===== config.mk =====
export PLATFORM = sky130hd
export DESIGN_NAME = adc_moving_avg
export DESIGN_NICKNAME = d
export VERILOG_FILES = /design/src/rtl/adc_pkg.sv /design/src/rtl/avg_ring_buf.sv /design/src/rtl/adc_moving_avg.sv
export SDC_FILE = /design/constraint.sdc
export NUM_CORES = 1
export LEC_CHECK = 0
export BUFFER_PORTS_ARGS = -buffer_cell sky130_fd_sc_hd__buf_4
export CORE_ASPECT_RATIO = 1.1
export CORE_UTILIZATION = 60
export DETAILED_ROUTE_END_ITERATION = 6
export GPL_ROUTABILITY_DRIVEN = 0
export HOLD_SLACK_MARGIN = 0.15
export PLACE_DENSITY = 0.86
export SKIP_CTS_REPAIR_TIMING = 1
export SYNTH_ARGS = -nofsm -noshare
export SYNTH_HDL_FRONTEND = slang
export SYNTH_HIERARCHICAL = 1
export SYNTH_SLANG_ARGS = --single-unit

===== constraint.sdc =====
create_clock -name clk -period 4.7 [get_ports clk]
set_clock_uncertainty 0.05 [all_clocks]
set_input_delay 0.705 -clock clk [delete_from_list [all_inputs] [get_ports clk]]
set_output_delay 0.705 -clock clk [all_outputs]
set_load 0.02 [all_outputs]

===== src/rtl/adc_pkg.sv =====
// rtl/adc_pkg.sv - shared state type and default widths for the ADC moving average
package adc_pkg;

  localparam int DEF_DATA_W = 24;
  localparam int DEF_LOG2_N = 4;

  typedef enum logic {
    FILL = 1'b0,
    RUN  = 1'b1
  } avg_state_e;

endpackage


===== src/rtl/avg_ring_buf.sv =====
// rtl/avg_ring_buf.sv - N x DATA_W circular sample store with write pointer and oldest-entry read
module avg_ring_buf
  import adc_pkg::*;
#(
  parameter int DATA_W = DEF_DATA_W,
  parameter int LOG2_N = DEF_LOG2_N
) (
  input  logic              clk,
  input  logic              rst_n,
  input  logic              clear,
  input  logic              wr_en,
  input  logic [DATA_W-1:0] wr_data,
  output logic [DATA_W-1:0] rd_oldest,
  output logic [LOG2_N-1:0] wr_ptr
);

  localparam int N = 1 << LOG2_N;

  logic [DATA_W-1:0] mem [N];

  // The slot about to be overwritten is the oldest sample once the window is full.
  assign rd_oldest = mem[wr_ptr];

  // Write pointer wraps N-1 -> 0 naturally because N is a power of two.
  always_ff @(posedge clk or negedge rst_n) begin
    if (!rst_n) begin
      wr_ptr <= '0;
    end else if (clear) begin
      wr_ptr <= '0;
    end else if (wr_en) begin
      wr_ptr <= wr_ptr + 1'b1;
    end
  end

  // Sample storage needs no reset; stale slots are masked by the FILL state.
  always_ff @(posedge clk) begin
    if (wr_en) begin
      mem[wr_ptr] <= wr_data;
    end
  end

endmodule


===== src/rtl/adc_moving_avg.sv =====
// rtl/adc_moving_avg.sv - windowed moving average of ADC samples; optional peak tracking via ADC_AVG_PEAK_EN
module adc_moving_avg
  import adc_pkg::*;
#(
  parameter int DATA_W = DEF_DATA_W,
  parameter int LOG2_N = DEF_LOG2_N
) (
  input  logic              clk,
  input  logic              rst_n,
  input  logic [DATA_W-1:0] in_data,
  input  logic              in_valid,
  input  logic              clear,
  output logic [DATA_W-1:0] out_data,
  output logic              out_valid,
`ifdef ADC_AVG_PEAK_EN
  output logic [DATA_W-1:0] peak_max,
  output logic [DATA_W-1:0] peak_min,
`endif
  output logic              filled
);

  localparam int SUM_W = DATA_W + LOG2_N;

  avg_state_e        state_q, state_d;
  logic [LOG2_N-1:0] count_q, count_d;
  logic [SUM_W-1:0]  sum_q, sum_d;
  logic [SUM_W-1:0]  in_ext, oldest_ext;
  logic [DATA_W-1:0] oldest;
  logic [DATA_W-1:0] avg_d;
  logic [LOG2_N-1:0] wr_ptr;
  logic              accept;
  logic              emit;

  assign accept = in_valid & ~clear;
  assign in_ext = {{LOG2_N{in_data[DATA_W-1]}}, in_data};
  // Upper DATA_W bits of the sum are the arithmetic shift right by LOG2_N (floor).
  assign avg_d  = sum_d[SUM_W-1 -: DATA_W];
  assign filled = (state_q == RUN);

  avg_ring_buf #(
    .DATA_W (DATA_W),
    .LOG2_N (LOG2_N)
  ) u_ring (
    .clk       (clk),
    .rst_n     (rst_n),
    .clear     (clear),
    .wr_en     (accept),
    .wr_data   (in_data),
    .rd_oldest (oldest),
    .wr_ptr    (wr_ptr)
  );

  // Next state, running sum and output strobe; clear outranks a coincident sample.
  always_comb begin
    state_d    = state_q;
    count_d    = count_q;
    sum_d      = sum_q;
    emit       = 1'b0;
    oldest_ext = '0;
    if (state_q == RUN) begin
      oldest_ext = {{LOG2_N{oldest[DATA_W-1]}}, oldest};
    end
    if (clear) begin
      state_d = FILL;
      count_d = '0;
      sum_d   = '0;
    end else if (in_valid) begin
      sum_d = sum_q + in_ext - oldest_ext;
      case (state_q)
        FILL: begin
          count_d = count_q + 1'b1;
          if (count_q == '1) begin
            state_d = RUN;
            emit    = 1'b1;
          end
        end
        RUN:     emit = 1'b1;
        default: state_d = FILL;
      endcase
    end
  end

  // State, sum and registered average; out_data holds between strobes.
  always_ff @(posedge clk or negedge rst_n) begin
    if (!rst_n) begin
      state_q   <= FILL;
      count_q   <= '0;
      sum_q     <= '0;
      out_data  <= '0;
      out_valid <= 1'b0;
    end else begin
      state_q   <= state_d;
      count_q   <= count_d;
      sum_q     <= sum_d;
      out_valid <= emit;
      if (clear) begin
        out_data <= '0;
      end else if (emit) begin
        out_data <= avg_d;
      end
    end
  end

`ifdef ADC_AVG_PEAK_EN
  localparam logic [DATA_W-1:0] S_MIN = {1'b1, {(DATA_W-1){1'b0}}};
  localparam logic [DATA_W-1:0] S_MAX = ~S_MIN;

  // Extremes start at the opposite rails so the first average is taken as-is.
  always_ff @(posedge clk or negedge rst_n) begin
    if (!rst_n) begin
      peak_max <= S_MIN;
      peak_min <= S_MAX;
    end else if (clear) begin
      peak_max <= S_MIN;
      peak_min <= S_MAX;
    end else if (emit) begin
      if ($signed(avg_d) > $signed(peak_max)) peak_max <= avg_d;
      if ($signed(avg_d) < $signed(peak_min)) peak_min <= avg_d;
    end
  end
`endif

endmodule


==> impl_metrics.json, run 1 <==
{
  "p_leak_nw": 8.27,
  "cts-root-buf": "clkbuf_16",
  "grt_usage_pct": 28.2,
  "area_delta_synth_final_pct": 15.0,
  "hold_viol_final": 0,
  "diodes": 0,
  "crit_path_cell_trace": "buf_16 > buf_4 > mux4_2 > a22oi_1 > nand2_1 > and2_1 > fa_1 > inv_1 > ha_1 > and4_1 > nor2b_1 > nor4_1 > a21oi_1 > a21oi_2 > o211ai_2 > or4_1 > nand3_1",
  "port_buffers": 53,
  "grt_pass1_vias": 11400,
  "relSlewSlack_pct": 26.3,
  "synth_top_family_by_area": "multiplexers",
  "worstSetupPathType": "reg2reg",
  "status": "complete, no violations",
  "setup_viol": 0,
  "path_max_fanout": 15,
  "grt_setup_unrepaired": "yes",
  "via_per_inst": 6.44,
  "finalCritPeriodShare_pct": 99.2,
  "cts_sinks": 446,
  "cts_buffer_depth": 3,
  "first_pass_iters": 5,
  "drtIter0Drc": 1494,
  "p_seq_share_pct": 43.3,
  "drive_gt1_share_pct": 25.8,
  "mostFrequentLayoutCell": "edfxtp_1",
  "nNetsFinal": 1427,
  "mostFrequentLayoutCells": "edfxtp_1 (384), buf_4 (122), inv_1 (114), nand2_1 (99), mux4_2 (96)",
  "ys_warn_count": 6,
  "grt-ovfl-total": 0,
  "drv_slew": 0,
  "p_switching_mw": 3.09,
  "comb_power_share_pct": 25.2,
  "grt_max_degree": 63,
  "numCtsBuffers": 42,
  "die_height_um": 192,
  "tightestPinTransition_ps": 1100,
  "ys_seq_elements": 446,
  "insertion_delay_ps": 560,
  "syn_inst": 1214,
  "async_flop_share_pct": 13.9,
  "yosys.area_share.simple_pct": 5.40,
  "synth_nets": 1303,
  "ioPinCount": 54,
  "ys_seq_area_share_pct": 66.7,
  "coreArea_sq_mm": 0.0322,
  "initial_core_util_pct": 60.9,
  "synth_xor_xnor_area_share_pct": 1.07,
  "maxCapViolations": 0,
  "yosys-mux-area-fraction_pct": 12.1,
  "finalCriticalPeriod_ps": 4660,
  "clock.fmax_mhz": 215,
  "startpoint_type": "flip-flop",
  "synth_compound_area_share_pct": 5.93,
  "power.total_mw": 10.5,
  "grt_pass1_wl_um": 69000,
  "clockPowerShare_pct": 31.5,
  "intPower_mw": 7.45,
  "synth_cell_types": 61,
  "routed_wl_um": 47700,
  "powerDensity_mw_per_mm2": 468,
  "worst_path_largest_cell_delay_ps": 530,
  "arrival_ps": 5100,
  "crit_slowest_cell": "dfrtp_4",
  "num-fill-cells": 1864,
  "swShare_pct": 29.3,
  "wire_per_inst_um": 26.6,
  "die_area_sq_mm": 0.0334,
  "syn_area_sq_mm": 0.0196,
  "synthFlopType": "edfxtp_1",
  "syn_area_per_cell_sq_um": 16.2,
  "synth_adder_area_share_pct": 4.93,
  "finalHoldWorstSlack_ps": 191,
  "hold_class": "in2async",
  "antenna_found_initial": 1,
  "synth_edf_count": 384,
  "vias": 11600,
  "fp-row-count": 69,
  "drtAntennaViolNets": 0,
  "h-tree-depth": 2,
  "worstSetupEndpointType": "flip-flop",
  "cts_tree": "built",
  "hpwlAfterDp_um": 27900,
  "die_w_um": 174,
  "required_ps": 5140,
  "ir_worst_vdd_v": 0.000285,
  "drcViolationCount": 0,
  "clkTransAtPathRegs_ps": 70
}
## final timing paths
path,startpoint,end,slack [ps],depth (start not counted)
worst max register to register,u_ring/wr_ptr[0]$_DFFE_PN0P_,sum_q[27]$_DFF_PN0_,40,17
worst min register to register,out_data[12]$_DFFE_PN0P_,out_data[12]$_DFFE_PN0P_,430,2
max in group asynchronous,rst_n,u_ring/wr_ptr[1]$_DFFE_PN0P_,3790,1
worst min-delay path,rst_n,sum_q[0]$_DFFE_PN0P_,190,1
min in group clk,in_data[14],u_ring/mem[8][14]$_DFFE_PP_,410,1
worst max-delay path,u_ring/wr_ptr[0]$_DFFE_PN0P_,sum_q[27]$_DFF_PN0_,40,17
## power groups by stage
stage	registers [mW]	clock network [mW]	logic (mW)
floorplan	4.68	0	1.71
global placement	4.63	0	2.39
detailed placement	4.64	0	2.44
CTS	4.56	3.34	2.47
global route	4.58	3.49	2.90
finish	4.57	3.32	2.66
## registers in the layout (all words and copies together) (netlist names)
signal / cells
filled: 1
out_valid: 1
count_q: 4
sum_q: 28
u_ring/wr_ptr: 4
u_ring/mem: 384
out_data: 24
## area by class of cell
type / instances / area (sq um) / area share [%]
multi-input cells: 596 / 5910 / 26.2
clock inverters: 28 / 255 / 1.13
inverters: 114 / 428 / 1.90
flip-flops and latches: 446 / 13100 / 58.1
clock buffers: 49 / 1080 / 4.78
repair buffers: 138 / 1250 / 5.56
well taps: 426 / 533 / 2.36
## metrics by stage
stage	setup slack [ps]	cell area, sq um	cells	util (%)	setup TNS [ps]
3_3_place_gp	225	20800	1689	64.7	0
3_5_place_dp	109	20800	1689	64.7	0
6_report	38.1	22500	1797	70.0	0
5_1_grt	-45.3	22500	1797	70.0	-160
4_1_cts	17.6	22200	1766	68.8	0
2_1_floorplan	416	19600	1214	-	0
## critical path: cells and delay by family, from the launching register on
| family | cells | cell delay [ps] |
|---|---|---|
| and+or+nand+nor | 7 | 1510 |
| AOI/OAI and AO/OA | 4 | 740 |
| muxes | 1 | 490 |
| DFF | 1 | 530 |
| adders and majority gates | 2 | 870 |
| buffers and inverters | 3 | 380 |
## synthesized netlist by cell type, types with 9 or more instances
| library cell | n | share of area (%) |
|---|---|---|
| a21o_1 | 14 | 0.54 |
| a21oi_1 | 29 | 0.74 |
| a22oi_1 | 42 | 1.6 |
| and2_1 | 25 | 0.80 |
| buf_2 | 12 | 0.31 |
| clkbuf_1 | 30 | 0.57 |
| dfrtp_1 | 62 | 7.9 |
| edfxtp_1 | 384 | 59 |
| fa_1 | 27 | 2.8 |
| ha_1 | 34 | 2.2 |
| inv_1 | 114 | 2.2 |
| mux2i_1 | 15 | 0.77 |
| mux4_2 | 96 | 11 |
| nand2_1 | 99 | 1.9 |
| nand2b_1 | 9 | 0.29 |
| nand3_1 | 14 | 0.36 |
| nor2_1 | 48 | 0.92 |
| o21ai_0 | 25 | 0.64 |
| xnor2_1 | 11 | 0.49 |
| xor2_1 | 13 | 0.58 |
## cells by family (layout without fill, tap and decap cells)
family / count (synthesis) / in the layout
and+or+nand+nor: 231 / 231
adders and majority gates: 61 / 61
DFF: 446 / 446
AOI/OAI and AO/OA: 164 / 164
buffers and inverters: 172 / 329
muxes: 116 / 116
xor gates and xnor gates: 24 / 24
## metal layers
metal | vias to the layer above | part of all wire, % | global-route usage [%]
li1 | 4810 | - | -
met1 | 5764 | 36 | 37.7
met2 | 812 | 48 | 45.7
met3 | 181 | 11 | 5.74
met4 | 2 | 4.6 | 11.4
met5 | - | 0.027 | 1.04
(Power assumes the default switching activity.)
==> run 2: changes to the inputs <==
- clock period: 4.7 -> 5.5 ns (I/O delays scaled with it)
==> impl_metrics.json, run 2 (synthesized netlist as in run 1, its figures left out) <==
{
  "status": "complete, no violations",
  "grt_pass1_wl_um": 68200,
  "antenna_found_initial": 1,
  "p_seq_share_pct": 44.2,
  "ioPinCount": 54,
  "largestRegisters": "u_ring/mem x384, sum_q x28, out_data x24",
  "via_per_inst": 6.42,
  "setup_viol": 0,
  "initial_core_util_pct": 60.9,
  "finalCriticalPeriod_ps": 5250,
  "drtIter0Drc": 1281,
  "finalCritPeriodShare_pct": 95.5,
  "hpwlAfterDp_um": 26400,
  "relSlewSlack_pct": 24.3,
  "mostFrequentLayoutCells": "edfxtp_1 (384), inv_1 (114), nand2_1 (99), mux4_2 (96), buf_4 (82)",
  "die_height_um": 192,
  "drtAntennaViolNets": 0,
  "startpoint_type": "flip-flop",
  "mostFrequentLayoutCell": "edfxtp_1",
  "drcViolationCount": 0,
  "first_pass_iters": 7,
  "die_w_um": 174,
  "setup_tns_ps": 0,
  "grt-ovfl-total": 0,
  "path_max_fanout": 30,
  "drive_gt1_share_pct": 21.7,
  "cts-root-buf": "clkbuf_16",
  "h-tree-depth": 2,
  "fp-row-count": 69,
  "clkTransAtPathRegs_ps": 60,
  "clock.fmax_mhz": 190,
  "required_ps": 5940,
  "port_buffers": 53,
  "cts_tree": "built",
  "worstSetupPathType": "reg2reg",
  "vias": 11200,
  "grt_max_degree": 63,
  "ir_worst_vdd_v": 0.000258,
  "wire_per_inst_um": 26.0,
  "largest_register": "u_ring/mem",
  "comb_power_share_pct": 23.1,
  "worstSetupEndpointType": "flip-flop",
  "diodes": 0,
  "grt_setup_unrepaired": "no",
  "nNetsFinal": 1376,
  "p_leak_nw": 7.96,
  "maxCapViolations": 0,
  "grt_usage_pct": 28.1,
  "numCtsBuffers": 43,
  "insertion_delay_ps": 550,
  "arrival_ps": 5690,
  "coreArea_sq_mm": 0.0322,
  "die_area_sq_mm": 0.0334,
  "clockPowerShare_pct": 32.7,
  "cts_sinks": 446,
  "p_switching_mw": 2.56,
  "drv_slew": 0,
  "cts_buffer_depth": 3,
  "area_delta_synth_final_pct": 11.9,
  "hold_class": "in2async",
  "tightestPinTransition_ps": 1130,
  "grt_pass1_vias": 11400,
  "routed_wl_um": 45500,
  "powerDensity_mw_per_mm2": 403,
  "swShare_pct": 28.9,
  "largest_reg_flops": 384,
  "intPower_mw": 6.29,
  "finalHoldWorstSlack_ps": 314,
  "hold_viol_final": 0
}
run 2: changes by cell type in the layout (fill, tap and decap cells not counted), moves of 3 or more:
cell and delta:
buf_4 -40, buf_12 -7, clkbuf_1 +5, a21oi_1 +3, a22oi_1 +3, a22oi_2 -3
clkbuf_8 +3, clkinv_1 -3, clkinv_2 -3
run 2: power by group through the flow:
| stage | registers, mW | logic, mW | clock network, mW |
|---|---|---|---|
| 6_report | 3.91 | 2.04 | 2.90 |
| 4_1_cts | 3.91 | 2.01 | 2.94 |
| 2_1_floorplan | 4.00 | 1.46 | 0 |
| 3_3_place_gp | 3.97 | 1.93 | 0 |
| 5_1_grt | 3.92 | 2.26 | 3.05 |
| 3_5_place_dp | 3.98 | 1.98 | 0 |
run 2: worst max-delay path: stages (launching register included):
cell	delay, ps
dfrtp_4	840
buf_12	320
mux4_2	540
a22oi_1	260
nand2_1	110
and2_1	200
fa_1	480
inv_1	40
ha_1	340
nand3_1	90
nor2_1	250
o2111ai_1	160
a41oi_1	500
a31oi_1	220
nor2_1	190
mux2i_1	350
mux2_2	210
run 2: final timing paths:
check	slack, ps	start	endpoint	depth (start not counted)
setup reg to reg	250	u_ring/wr_ptr[0]$_DFFE_PN0P_	out_data[13]$_DFFE_PN0P_	16
hold reg to reg	430	out_data[20]$_DFFE_PN0P_	out_data[20]$_DFFE_PN0P_	1
min in group clk	430	out_data[20]$_DFFE_PN0P_	out_data[20]$_DFFE_PN0P_	1
max in group asynchronous	4460	rst_n	u_ring/wr_ptr[0]$_DFFE_PN0P_	1
hold / removal	310	rst_n	sum_q[0]$_DFFE_PN0P_	1
setup / recovery	250	u_ring/wr_ptr[0]$_DFFE_PN0P_	out_data[13]$_DFFE_PN0P_	16
run 2: per-layer routing:
layer	GRT usage [%]	vias up	wire, um
met5	0	-	0
met4	11.0	0	1540
met3	4.87	124	4300
met2	46.4	696	22600
met1	37.7	5664	17000
li1	-	4717	-
run 2: area by class of cell:
cell class	instances	area, sq um
Clock inverter	19	185
Fill cell	1956	10300
Clock buffer	59	1190
Tap cell	426	533
Multi-Input combinational cell	596	5830
Inverter	114	428
Sequential cell	446	13100
Timing Repair Buffer	86	696
run 2: per-stage QoR:
step                setup slack (ps)  total power, mW  utilization (%)  instances  cell area [sq um]
finish                           250             8.85             68.2       1746              21900
global route                    21.0             9.23             68.2       1746              21900
CTS                              385             8.86             68.2       1746              21900
detailed placement               416             5.96             63.9       1668              20600
global placement                 486             5.90             63.9       1668              20600
floorplan                       1100             5.46                -       1214              19600
